## src/rtl/svo_axi_regs.sv

```systemverilog
// AXI4-lite slave register bank for the video output core: eight 32-bit registers,
// static configuration outputs, status readback and a soft-reset pulse.
module svo_axi_regs #(
    parameter logic [31:0] BASE_ADDR = 32'h0000_0000,
    parameter logic [31:0] ID_VALUE  = 32'h5356_4F31
) (
    input  logic              clk,
    input  logic              reset,
    input  logic              axi_awvalid,
    output logic              axi_awready,
    input  logic [31:0]       axi_awaddr,
    input  logic [2:0]        axi_awprot,
    input  logic              axi_wvalid,
    output logic              axi_wready,
    input  logic [31:0]       axi_wdata,
    input  logic [3:0]        axi_wstrb,
    output logic              axi_bvalid,
    input  logic              axi_bready,
    output logic [1:0]        axi_bresp,
    input  logic              axi_arvalid,
    output logic              axi_arready,
    input  logic [31:0]       axi_araddr,
    input  logic [2:0]        axi_arprot,
    output logic              axi_rvalid,
    input  logic              axi_rready,
    output logic [31:0]       axi_rdata,
    output logic [1:0]        axi_rresp,
    output logic [31:0]       cfg_ctrl,
    output logic [5*32-1:0]   cfg_word,
    input  logic [31:0]       status,
    output logic              soft_reset
);

    localparam int unsigned DW     = 32;
    localparam int unsigned NWORD  = 5;
    localparam int unsigned WIN_SZ = 32;
    localparam logic [1:0]  RESP_OKAY   = 2'b00;
    localparam logic [1:0]  RESP_SLVERR = 2'b10;

    logic                      awready_q, awready_d;
    logic                      wready_q, wready_d;
    logic                      bvalid_q, bvalid_d;
    logic [1:0]                bresp_q, bresp_d;
    logic                      arready_q, arready_d;
    logic                      rvalid_q, rvalid_d;
    logic [DW-1:0]             rdata_q, rdata_d;
    logic [1:0]                rresp_q, rresp_d;
    logic                      soft_reset_q, soft_reset_d;
    logic [DW-1:0]             ctrl_q, ctrl_d;
    logic [NWORD-1:0][DW-1:0]  word_q, word_d;
    logic [DW-1:0]             waddr_q, waddr_d;
    logic [DW-1:0]             wdata_q, wdata_d;
    logic [3:0]                wstrb_q, wstrb_d;

    logic [DW-1:0]             wr_off_c, rd_off_c;
    logic                      wr_win_c, rd_win_c;
    logic [2:0]                wr_idx_c, rd_idx_c;
    logic                      commit_c;
    logic                      unused_c;

    function automatic logic [DW-1:0] merge_bytes(input logic [DW-1:0] old_v,
                                                  input logic [DW-1:0] new_v,
                                                  input logic [3:0]    strb);
        logic [DW-1:0] res;
        res = old_v;
        for (int unsigned b = 0; b < 4; b++) begin
            if (strb[b]) res[8*b +: 8] = new_v[8*b +: 8];
        end
        return res;
    endfunction

    // Window decode; subtraction wraps so addresses below BASE_ADDR fall outside.
    assign wr_off_c = waddr_q - BASE_ADDR;
    assign rd_off_c = axi_araddr - BASE_ADDR;
    assign wr_win_c = wr_off_c < DW'(WIN_SZ);
    assign rd_win_c = rd_off_c < DW'(WIN_SZ);
    assign wr_idx_c = wr_off_c[4:2];
    assign rd_idx_c = rd_off_c[4:2];
    assign commit_c = !awready_q && !wready_q && !bvalid_q;
    assign unused_c = ^{axi_awprot, axi_arprot, wr_off_c[1:0], rd_off_c[1:0]};

    always_comb begin
        awready_d    = awready_q;
        wready_d     = wready_q;
        bvalid_d     = bvalid_q;
        bresp_d      = bresp_q;
        arready_d    = arready_q;
        rvalid_d     = rvalid_q;
        rdata_d      = rdata_q;
        rresp_d      = rresp_q;
        soft_reset_d = 1'b0;
        ctrl_d       = ctrl_q;
        word_d       = word_q;
        waddr_d      = waddr_q;
        wdata_d      = wdata_q;
        wstrb_d      = wstrb_q;

        if (axi_awvalid && awready_q) begin
            awready_d = 1'b0;
            waddr_d   = axi_awaddr;
        end
        if (axi_wvalid && wready_q) begin
            wready_d = 1'b0;
            wdata_d  = axi_wdata;
            wstrb_d  = axi_wstrb;
        end

        // Commit one cycle after both address and data are held.
        if (commit_c) begin
            bvalid_d = 1'b1;
            if (!wr_win_c) begin
                bresp_d = RESP_SLVERR;
            end else begin
                bresp_d = RESP_OKAY;
                case (wr_idx_c)
                    3'd0: begin
                        ctrl_d       = merge_bytes(ctrl_q, wdata_q, wstrb_q) & ~DW'(2);
                        soft_reset_d = wstrb_q[0] && wdata_q[1];
                    end
                    3'd2, 3'd3, 3'd4, 3'd5, 3'd6:
                        word_d[wr_idx_c - 3'd2] = merge_bytes(word_q[wr_idx_c - 3'd2], wdata_q, wstrb_q);
                    default: ;
                endcase
            end
        end
        if (bvalid_q && axi_bready) begin
            bvalid_d  = 1'b0;
            awready_d = 1'b1;
            wready_d  = 1'b1;
        end

        // Read data is sampled from register state as of the AR handshake.
        if (axi_arvalid && arready_q) begin
            arready_d = 1'b0;
            rvalid_d  = 1'b1;
            if (!rd_win_c) begin
                rdata_d = '0;
                rresp_d = RESP_SLVERR;
            end else begin
                rresp_d = RESP_OKAY;
                case (rd_idx_c)
                    3'd0:    rdata_d = ctrl_q;
                    3'd1:    rdata_d = status;
                    3'd7:    rdata_d = ID_VALUE;
                    default: rdata_d = word_q[rd_idx_c - 3'd2];
                endcase
            end
        end
        if (rvalid_q && axi_rready) begin
            rvalid_d  = 1'b0;
            arready_d = 1'b1;
        end
    end

    always_ff @(posedge clk) begin
        if (reset) begin
            awready_q    <= 1'b1;
            wready_q     <= 1'b1;
            bvalid_q     <= 1'b0;
            bresp_q      <= RESP_OKAY;
            arready_q    <= 1'b1;
            rvalid_q     <= 1'b0;
            rdata_q      <= '0;
            rresp_q      <= RESP_OKAY;
            soft_reset_q <= 1'b0;
            ctrl_q       <= '0;
            word_q       <= '0;
            waddr_q      <= '0;
            wdata_q      <= '0;
            wstrb_q      <= '0;
        end else begin
            awready_q    <= awready_d;
            wready_q     <= wready_d;
            bvalid_q     <= bvalid_d;
            bresp_q      <= bresp_d;
            arready_q    <= arready_d;
            rvalid_q     <= rvalid_d;
            rdata_q      <= rdata_d;
            rresp_q      <= rresp_d;
            soft_reset_q <= soft_reset_d;
            ctrl_q       <= ctrl_d;
            word_q       <= word_d;
            waddr_q      <= waddr_d;
            wdata_q      <= wdata_d;
            wstrb_q      <= wstrb_d;
        end
    end

    assign axi_awready = awready_q;
    assign axi_wready  = wready_q;
    assign axi_bvalid  = bvalid_q;
    assign axi_bresp   = bresp_q;
    assign axi_arready = arready_q;
    assign axi_rvalid  = rvalid_q;
    assign axi_rdata   = rdata_q;
    assign axi_rresp   = rresp_q;
    assign cfg_ctrl    = ctrl_q;
    assign cfg_word    = word_q;
    assign soft_reset  = soft_reset_q;

endmodule

```

## config.mk

```make
export PLATFORM = sky130hd
export DESIGN_NAME = svo_axi_regs
export DESIGN_NICKNAME = d
export VERILOG_FILES = /design/src/rtl/svo_axi_regs.sv
export SDC_FILE = /design/constraint.sdc
export NUM_CORES = 1
export LEC_CHECK = 0
export BUFFER_PORTS_ARGS = -buffer_cell sky130_fd_sc_hd__buf_2
export CAP_MARGIN = 20
export CORE_MARGIN = 2
export CORE_UTILIZATION = 53
export CTS_CLUSTER_DIAMETER = 120
export CTS_CLUSTER_SIZE = 14
export DETAILED_ROUTE_END_ITERATION = 12
export PLACE_DENSITY = 0.8
export SETUP_SLACK_MARGIN = 0.5
export SLEW_MARGIN = 20
export SYNTH_ARGS = -nofsm -noshare
export SYNTH_HDL_FRONTEND = slang
export SYNTH_SLANG_ARGS = --single-unit
```

## constraint.sdc

```tcl
create_clock -name clk -period 2.4 [get_ports clk]
set_clock_uncertainty 0.15 [all_clocks]
set_input_delay 0.48 -clock clk [delete_from_list [all_inputs] [get_ports clk]]
set_output_delay 0.48 -clock clk [all_outputs]
set_load 0.02 [all_outputs]
```

==> out/results.ini, run 1 <==
[min_path]
min_to = axi_wready
hp-class = primary input to register
holdPathStages = 2
min-delay-start = axi_wvalid

[sta]
setup_total_negative_slack_ps = 0
tightest_slew_ps = 866
slew-limit-headroom_pct = 42.2
fin_crit_sh_pct = 85.2
setup-violations-final = 0
drv_slew = 0
hold_viol = 0
fmax_mhz = 489
period_minus_slack_ps = 2050
rsz0062_at_grt = yes

[yosys]
post_synth_inst_count = 1492
synth_area_leaders = dfxtp_1, mux2i_1, nand3b_1
ys_seq_elements = 297
synth_commonest_cells = dfxtp_1, nand2_1, mux2i_1
ys_seq_area_share_pct = 41.7
avgSynthCellArea_sq_um = 9.55
synth.largest_area_cell = dfxtp_1
async_flop_share_pct = 0
yosys_warnings = 0
netlist_area_sq_um = 14200
synth_top_area_share_pct = 41.7
ys_types = 54
synth_most_common_cell = dfxtp_1
synthFlopType = dfxtp_1
synth-edff-count = 0

[floorplan]
die_w_um = 168
die_h_um = 168
rows = 60
io_pins = 379
core_sq_um = 26700
dieArea_sq_um = 28200
initial_core_util_pct = 53.4

[grt]
grt_use_total_pct = 35.4
first_global_vias = 13300
overflow = 0
grt_pass1_wl_um = 77000
grt_busiest_layer = met2
grtUsageMet1_pct = 42.8
use_met2_pct = 60.1
grtUsageMet3_pct = 6.70
grt_max_degree = 76
grt_antenna_before_repair = 1

[worst_setup_path]
required_ps = 2660
end_kind = register
rrSetupSlack_ps = 350
cp_slowest_stage_delay_ps = 520
crit_type = register to register
timing.critical_path.slowest_stage_cell = mux4_2
reg2reg_from = waddr_q[3]
crit_chain = buf_12, buf_16, mux4_2, a221oi_2, a211o_1, o21ai_1
crit_path_start_kind = register
critPathMaxFanout = 6
regToRegEndpoint = cfg_word[127]
worst-path-buf-inv = 2
critPathArrivalTime_ps = 2300
rr_worst_depth = 6
crit_family = compound AO/OA/AOI/OAI gates

[place]
io_buffers = 365
gp_congestion = 0.888
place_inst = 2145
dp_hpwl_um = 35200

[clock_network]
clock_latency_ps = 540
ctsRootBufferMaster = clkbuf_16
clk_path_buf_depth = 3
cts_tree = built
postCtsHoldBufs = 0
clkTransAtPathRegs_ps = 70
cts_made_buffers = 25
h-tree-depth = 1
numClockSinks = 297

[layout]
final_layout_size_suffix_gt1_share_pct = 35.6
fin_cells = 2202
num-nets-final = 2009
syn_to_final_growth_pct = 27.1
fill_cells = 2084
postLayoutCoreUtil_pct = 67.9

[detailed_routing]
first_iter_violations = 1401
remaining_drc_errors = 0
via_per_inst = 6.24
vias = 13700
ant_nets = 0
detail_route.wl_per_cell_um = 23.9
totalWireLength_um = 52500
dr.pass1.iters = 6

[power_and_ir_drop]
p_int_mw = 7.39
switching_share_pct = 26.0
total_power_mw = 9.98
pwr-share-clk_pct = 36.3
ir_drop_uv = 615
power.sequential.fraction_pct = 50.9
comb_power_share_pct = 12.8
pwr_density_cell_nw_per_um2 = 552
p_leak_nw = 7.92
power.net_switching_mw = 2.59

[run]
cap_violations = 0

[run_status]
status = finished, final reports clean

==> cells in the final DEF (no fill, tap or decap), types with 47 or more instances in the layout <==
cell / Yosys / final
nand2b_1: 66 / 65
buf_4: 6 / 65
o21ai_1: 91 / 103
mux2_2: 47 / 47
a21oi_1: 70 / 69
dfxtp_1: 297 / 289
buf_2: 18 / 363
nand3b_1: 96 / 96
nor2_1: 67 / 66
mux2i_1: 146 / 145
nand2_1: 162 / 161
==> worst reg2reg max path, stage by stage (launching register included) <==
cell and delay [ps]:
dfxtp_4 400, buf_12 130, buf_16 130, mux4_2 520, a221oi_2 280, a211o_1 230, o21ai_1 80
==> how the worst max path moves through the flow <==
stage | start | to | slack (ps) | cells past startpoint
after global placement | axi_araddr[13] | axi_rdata[30] | 60 | 6
final | waddr_q[3] | cfg_word[127] | 350 | 6
after detailed placement | axi_araddr[11] | axi_rdata[25] | -30 | 6
after floorplan | waddr_q[3] | cfg_word[129] | 380 | 9
after CTS | waddr_q[2] | cfg_word[113] | 370 | 5
after global routing | waddr_q[3] | cfg_word[146] | 280 | 9
==> power groups by stage <==
stage	Clock, mW	Combinational, mW	Sequential [mW]
final	3.62	1.28	5.08
after global routing	3.81	1.34	5.08
after CTS	3.63	1.24	5.08
after detailed placement	0	1.12	5.18
after global placement	0	1.10	5.18
after floorplan	0	0.708	5.17
==> flip-flops by register name (all words and copies together) (netlist names), 4 cells and up <==
name	count
cfg_ctrl	31
wstrb_q	4
waddr_q	30
cfg_word	160
wdata_q	32
axi_rdata	32
==> layout make-up <==
type                    instances  area [sq um]  share of cell area (%)
repair buffers                471          3080                    17.0
diodes                          1          2.50                  0.0138
clock buffers                  25           626                    3.46
inverters                      41           188                    1.04
flip-flops and latches        297          5960                    32.9
well taps                     341           427                    2.36
clock inverters                 1          16.3                  0.0899
multi-input cells            1025          7800                    43.1
==> cell families (layout without fill, tap and decap cells) <==
| group | Yosys count | in the layout | share of synthesized area, % |
|---|---|---|---|
| xor+xnor | 1 | 1 | 0.0615 |
| compound gates | 352 | 352 | 15.4 |
| other cells | 1 | 4 | 0.0263 |
| simple gates | 442 | 442 | 17.9 |
| fa+ha+maj | 3 | 3 | 0.264 |
| buf+inv | 172 | 538 | 5.72 |
| flops | 297 | 297 | 41.7 |
| mux | 224 | 224 | 18.9 |
==> stage by stage <==
step / cell area [sq um] / hold WS [ps] / setup WS [ps]
final: 18100 / 15.5 / 354
after global routing: 18100 / 31.6 / 284
after floorplan: 14500 / 286 / 384
after detailed placement: 16800 / 289 / -25.9
after global placement: 16800 / 284 / 58.7
after CTS: 18000 / 16.0 / 368
==> metal layers <==
metal / vias up / share of wire [%] / wire [um]
li1: 6099 / - / -
met2: 878 / 48 / 25100
met5: - / 0 / 0
met3: 168 / 9.8 / 5150
met1: 6597 / 37 / 19400
met4: 0 / 5.5 / 2900
==> timing repair <==
action / 4_1_cts / 5_1_grt
gates resized for setup: 48 / 16
pin swaps: 43 / 31
cloned: 7 / 1
endpoints found under the setup margin: 192 / 202
buffers inserted: 22 / 0
Note: power is estimated with default switching activity, not from simulation.
==> inputs of run 2 (changes only) <==
CELL_PAD_IN_SITES_DETAIL_PLACEMENT = 0   (was unset)
CELL_PAD_IN_SITES_GLOBAL_PLACEMENT = 1   (was unset)
CORE_ASPECT_RATIO = 0.6   (was unset)
CORE_UTILIZATION = 40   (was 53)
PLACE_DENSITY = unset   (was 0.8)
PLACE_DENSITY_LB_ADDON = 0.1   (was unset)
==> out/results.ini, run 2 (synthesis gave the netlist of run 1 again) <==
[run_status]
status = finished, final reports clean

[min_path]
min_to = wdata_q[25]
min-delay-start = axi_wdata[25]
holdPathStages = 3  ; +1
hp-class = primary input to register

[clock_network]
ctsRootBufferMaster = clkbuf_16
cts_made_buffers = 25  ; unchanged
clkTransAtPathRegs_ps = 70  ; about the same
clk_path_buf_depth = 3  ; unchanged
cts_tree = built
clock_latency_ps = 550  ; about the same
h-tree-depth = 1  ; unchanged
numClockSinks = 297  ; unchanged

[sta]
setup_total_negative_slack_ps = 0  ; unchanged
fmax_mhz = 463  ; -5.3%
rsz0062_at_grt = yes
period_minus_slack_ps = 2160  ; +115 ps
drv_slew = 0  ; unchanged
hold_viol = 0  ; unchanged
setup-violations-final = 0  ; unchanged
tightest_slew_ps = 691  ; -175 ps
fin_crit_sh_pct = 90.0  ; +4.8 points
setup_ws_ps = 240  ; -115 ps
slew-limit-headroom_pct = 54.0  ; +12 points

[detailed_routing]
first_iter_violations = 893  ; -36%
remaining_drc_errors = 0  ; unchanged
vias = 13300  ; -3.2%
via_per_inst = 5.66  ; -9.4%
dr.pass1.iters = 5  ; -1
detail_route.wl_per_cell_um = 24.6  ; +3.3%
ant_nets = 0  ; unchanged
totalWireLength_um = 57900  ; +10%

[grt]
overflow = 0  ; unchanged
grt_antenna_before_repair = 3  ; +2
grt_use_total_pct = 28.4  ; -7.1 points
grt_max_degree = 69  ; -9.2%
first_global_vias = 12500  ; -5.9%
grt_pass1_wl_um = 79200  ; +2.8%

[layout]
final_layout_size_suffix_gt1_share_pct = 35.6  ; about the same
fill_cells = 3221  ; +55%
multiInputGateArea_sq_um = 7770  ; -0.34%
num-nets-final = 2028  ; +0.95%
final_common_cell = buf_2
syn_to_final_growth_pct = 31.7
regArea_sq_um = 5960  ; about the same
final_design_area_no_fill_sq_um = 18800  ; +3.6%
layout_common_cells = buf_2, dfxtp_1, nand2_1
largest_register_ffs = 160  ; unchanged

[run]
cap_violations = 0  ; unchanged

[worst_setup_path]
rr_worst_depth = 10  ; +4
regToRegEndpoint = cfg_word[146]
crit_type = register to register
reg2reg_from = waddr_q[3]
critPathMaxFanout = 6  ; unchanged
crit_path_start_kind = register
critPathArrivalTime_ps = 2490  ; +190 ps
end_kind = register
required_ps = 2730  ; +70 ps
rrSetupSlack_ps = 240  ; -110 ps

[place]
pre_cts_slack_ps = 109  ; +135 ps
dp_hpwl_um = 36700  ; +4.3%
gp_congestion = 0.833  ; -6.2%
io_buffers = 365  ; unchanged
place_area_sq_um = 17100  ; +1.7%

[floorplan]
initial_core_util_pct = 40.7  ; -13 points
die_w_um = 248  ; +47%
die_h_um = 150  ; -11%
io_pins = 379  ; unchanged
core_sq_um = 35000  ; +31%
rows = 53  ; -12%
dieArea_sq_um = 37200  ; +32%

[power_and_ir_drop]
ir_drop_uv = 425  ; -31%
pwr_density_cell_nw_per_um2 = 540  ; -2.0%
p_leak_nw = 8.14  ; +2.7%

-- run 2: how the worst max path moves through the flow --
stage / start / to / slack (ps) / depth (start not counted)
after floorplan: waddr_q[3] / cfg_word[129] / 380 / 9
after global placement: waddr_q[3] / cfg_word[32] / 170 / 7
after detailed placement: waddr_q[3] / cfg_word[139] / 110 / 7
after CTS: waddr_q[3] / cfg_word[84] / 280 / 10
final: waddr_q[3] / cfg_word[146] / 240 / 10
after global routing: waddr_q[3] / cfg_word[146] / 140 / 10
-- run 2: critical path, cell delays in order, from the launching register on --
cell and delay [ps]:
dfxtp_4 410, inv_6 40, ha_4 290, inv_8 40, nor3_4 150, buf_12 180
buf_12 110, buf_16 140, a221oi_1 90, a211o_1 330, mux2i_1 160
-- run 2: layout make-up --
| cell class | count | share of cell area, % |
|---|---|---|
| diodes | 3 | 0.0400 |
| repair buffers | 490 | 19.1 |
| well taps | 467 | 3.12 |
| inverters | 41 | 1.03 |
| flip-flops and latches | 297 | 31.8 |
| clock inverters | 2 | 0.133 |
| clock buffers | 26 | 3.36 |
| multi-input cells | 1025 | 41.4 |
-- run 2: routing by layer --
layer  track usage, %  share of wire, %  vias up
met3             6.33               7.4       90
met4             6.77               2.4        0
met2             44.7                46      466
li1                 -                 -     6157
met5                0                 0        -
met1             39.5                45     6587
-- run 2: power breakdown --
part | leakage, nW | switching [mW] | internal, mW
clock | 0.321 | 1.89 | 1.86
sequential | 2.41 | 0.0778 | 5.00
combinational | 5.41 | 0.742 | 0.565
total | 8.14 | 2.71 | 7.42
-- run 2: timing repair --
item / CTS / global route
setup endpoints to repair: 192 / 192
gates cloned: 5 / 14
pin swaps: 33 / 26
gates resized for setup: 33 / 24
endpoints found under the hold margin: 5 / 0
hold buffers: 5 / 0
setup buffers: 16 / 13
-- run 2: stage by stage --
stage                     hold slack (ps)  power, mW  std cells  utilization, %
after global placement                286       6.34       2267            48.9
final                                12.8       10.1       2351            53.6
after detailed placement              293       6.35       2267            48.9
after global routing                 13.3       10.4       2350            53.6
after CTS                           0.369       10.1       2321            52.1
after floorplan                       286       5.88       1494               -
==> inputs of run 3 (changes only) <==
CORE_MARGIN = unset   (was 2)
TNS_END_PERCENT = 30   (was unset)
==> out/results.ini, run 3 (synthesis gave the netlist of run 1 again) <==
[power_and_ir_drop]
switching_share_pct = 26.9  ; +0.19 points
power.sequential.fraction_pct = 50.0  ; about the same
comb_power_share_pct = 13.0  ; about the same
p_leak_nw = 8.10  ; -0.52%
pwr-share-clk_pct = 37.1  ; about the same
power.net_switching_mw = 2.74  ; +1.0%
ir_drop_uv = 459  ; +7.9%
p_int_mw = 7.43  ; about the same
pwr_density_cell_nw_per_um2 = 545  ; +0.93%

[run]
cap_violations = 0  ; unchanged

[detailed_routing]
detail_route.wl_per_cell_um = 23.5  ; -4.5%
dr.pass1.iters = 5  ; unchanged
via_per_inst = 5.61  ; -0.79%
first_iter_violations = 1127  ; +26%
vias = 13300  ; -0.33%
totalWireLength_um = 55600  ; -4.0%
remaining_drc_errors = 0  ; unchanged
ant_nets = 0  ; unchanged

[worst_setup_path]
timing.critical_path.slowest_stage_cell = mux4_2
crit_chain = buf_12, mux4_2, a221oi_1, a211o_1, o21ai_0
rrSetupSlack_ps = 300  ; +60 ps
critPathArrivalTime_ps = 2380  ; -110 ps
cp_slowest_stage_delay_ps = 520  ; +110 ps
end_kind = register
crit_type = register to register
regToRegEndpoint = cfg_word[102]
reg2reg_from = waddr_q[2]
required_ps = 2680  ; -50 ps
crit_path_start_kind = register
critPathMaxFanout = 13  ; +7
rr_worst_depth = 5  ; -5

[floorplan]
io_pins = 379  ; unchanged
die_h_um = 148  ; -1.3%
rows = 53  ; unchanged
die_w_um = 246  ; -0.81%
dieArea_sq_um = 36400  ; -2.1%
initial_core_util_pct = 40.7  ; unchanged
core_sq_um = 35000  ; unchanged

[run_status]
status = finished, final reports clean

[min_path]
min_to = wdata_q[29]
holdPathStages = 3  ; unchanged
hp-class = primary input to register
min-delay-start = axi_wdata[29]

[clock_network]
numClockSinks = 297  ; unchanged
h-tree-depth = 1  ; unchanged
clock_latency_ps = 560  ; about the same
cts_made_buffers = 25  ; unchanged
cts_tree = built
ctsRootBufferMaster = clkbuf_16
clkTransAtPathRegs_ps = 70  ; about the same
clk_path_buf_depth = 3  ; unchanged

[place]
dp_hpwl_um = 36800  ; +0.33%
io_buffers = 365  ; unchanged
gp_congestion = 0.859  ; +3.2%

[sta]
slew-limit-headroom_pct = 56.3  ; +2.3 points
fin_crit_sh_pct = 87.5  ; -2.5 points
setup_total_negative_slack_ps = 0  ; unchanged
fmax_mhz = 476  ; +2.9%
setup-violations-final = 0  ; unchanged
drv_slew = 0  ; unchanged
tightest_slew_ps = 655  ; -35.2 ps
period_minus_slack_ps = 2100  ; -60.6 ps
hold_viol = 0  ; unchanged
rsz0062_at_grt = yes

[layout]
largest_register_ffs = 160  ; unchanged
num-nets-final = 2040  ; +0.59%
layout_common_cells = buf_2, dfxtp_1, nand2_1
postLayoutCoreUtil_pct = 53.2  ; -0.34 points
final_layout_size_suffix_gt1_share_pct = 34.5  ; -1.1 points
final_common_cell = buf_2
syn_to_final_growth_pct = 30.9
fill_cells = 3214  ; -0.22%

[grt]
first_global_vias = 12500  ; -0.26%
grt_max_degree = 58  ; -16%
grt_use_total_pct = 29.6  ; +1.2 points
grt_pass1_wl_um = 81200  ; +2.5%
grt_antenna_before_repair = 3  ; unchanged
overflow = 0  ; unchanged

-- run 3: changes by cell type in the layout (fill, tap and decap cells not counted), sizes merged --
| cell | change |
|---|---|
| clkbuf | -6 |
| buf | -5 |
| dlygate4sd3 | +21 |
| diode | -1 |
| bufbuf | +2 |
-- run 3: worst max-delay path by stage --
stage / endpoint / slack (ps) / startpoint / cells after the start
finish: cfg_word[102] / 300 / waddr_q[2] / 5
global route: cfg_word[109] / 230 / waddr_q[3] / 9
CTS: cfg_ctrl[23] / 350 / waddr_q[7] / 7
detailed placement: axi_rdata[30] / 170 / axi_araddr[13] / 8
global placement: axi_rdata[0] / 190 / axi_araddr[13] / 8
floorplan: axi_rdata[10] / 380 / axi_araddr[24] / 5
-- run 3: layout make-up --
class	count	area [sq um]	share of cell area, %
Timing Repair Buffer	502	3490	18.7
Inverter	41	188	1.01
Clock buffer	26	629	3.38
Sequential cell	297	5960	32.0
Clock inverter	2	25.0	0.134
Multi-Input combinational cell	1025	7750	41.6
Antenna cell	2	5.00	0.0269
Tap cell	467	584	3.14
-- run 3: critical path: cells and delay by family, from the launching register on --
kind | cells | cell delay (ps)
mux | 1 | 520
flops | 1 | 470
buf+inv | 1 | 210
compound gates | 3 | 620
-- run 3: power groups by stage --
| stage | sequential (mW) | clock [mW] | combinational [mW] |
|---|---|---|---|
| floorplan | 5.17 | 0 | 0.702 |
| global placement | 5.18 | 0 | 1.17 |
| detailed placement | 5.18 | 0 | 1.17 |
| CTS | 5.07 | 3.83 | 1.28 |
| global route | 5.08 | 4.02 | 1.40 |
| finish | 5.08 | 3.77 | 1.32 |
-- run 3: repair_timing --
item	CTS	global route
setup buffers	20	3
endpoints found under the hold margin	25	1
pin swaps	25	18
resized for setup	32	13
setup endpoints to repair	192	198
hold buffers	25	1
gates cloned	7	3
-- run 3: through the flow --
stage | cells | setup slack (ps) | power, mW | area, sq um | hold slack [ps]
after floorplan | 1494 | 381 | 5.87 | 14400 | 286
after detailed placement | 2273 | 173 | 6.36 | 17100 | 293
after global placement | 2273 | 192 | 6.35 | 17100 | 289
after global routing | 2362 | 233 | 10.5 | 18600 | 10.0
after CTS | 2353 | 352 | 10.2 | 18500 | 1.58
final | 2362 | 300 | 10.2 | 18600 | 14.9
-- run 3: metal layers --
layer | vias up | wire (um) | track usage [%]
li1 | 6190 | - | -
met1 | 6512 | 25800 | 43.0
met2 | 481 | 24700 | 44.9
met3 | 71 | 3890 | 5.49
met4 | 2 | 1160 | 7.27
met5 | - | 11 | 0
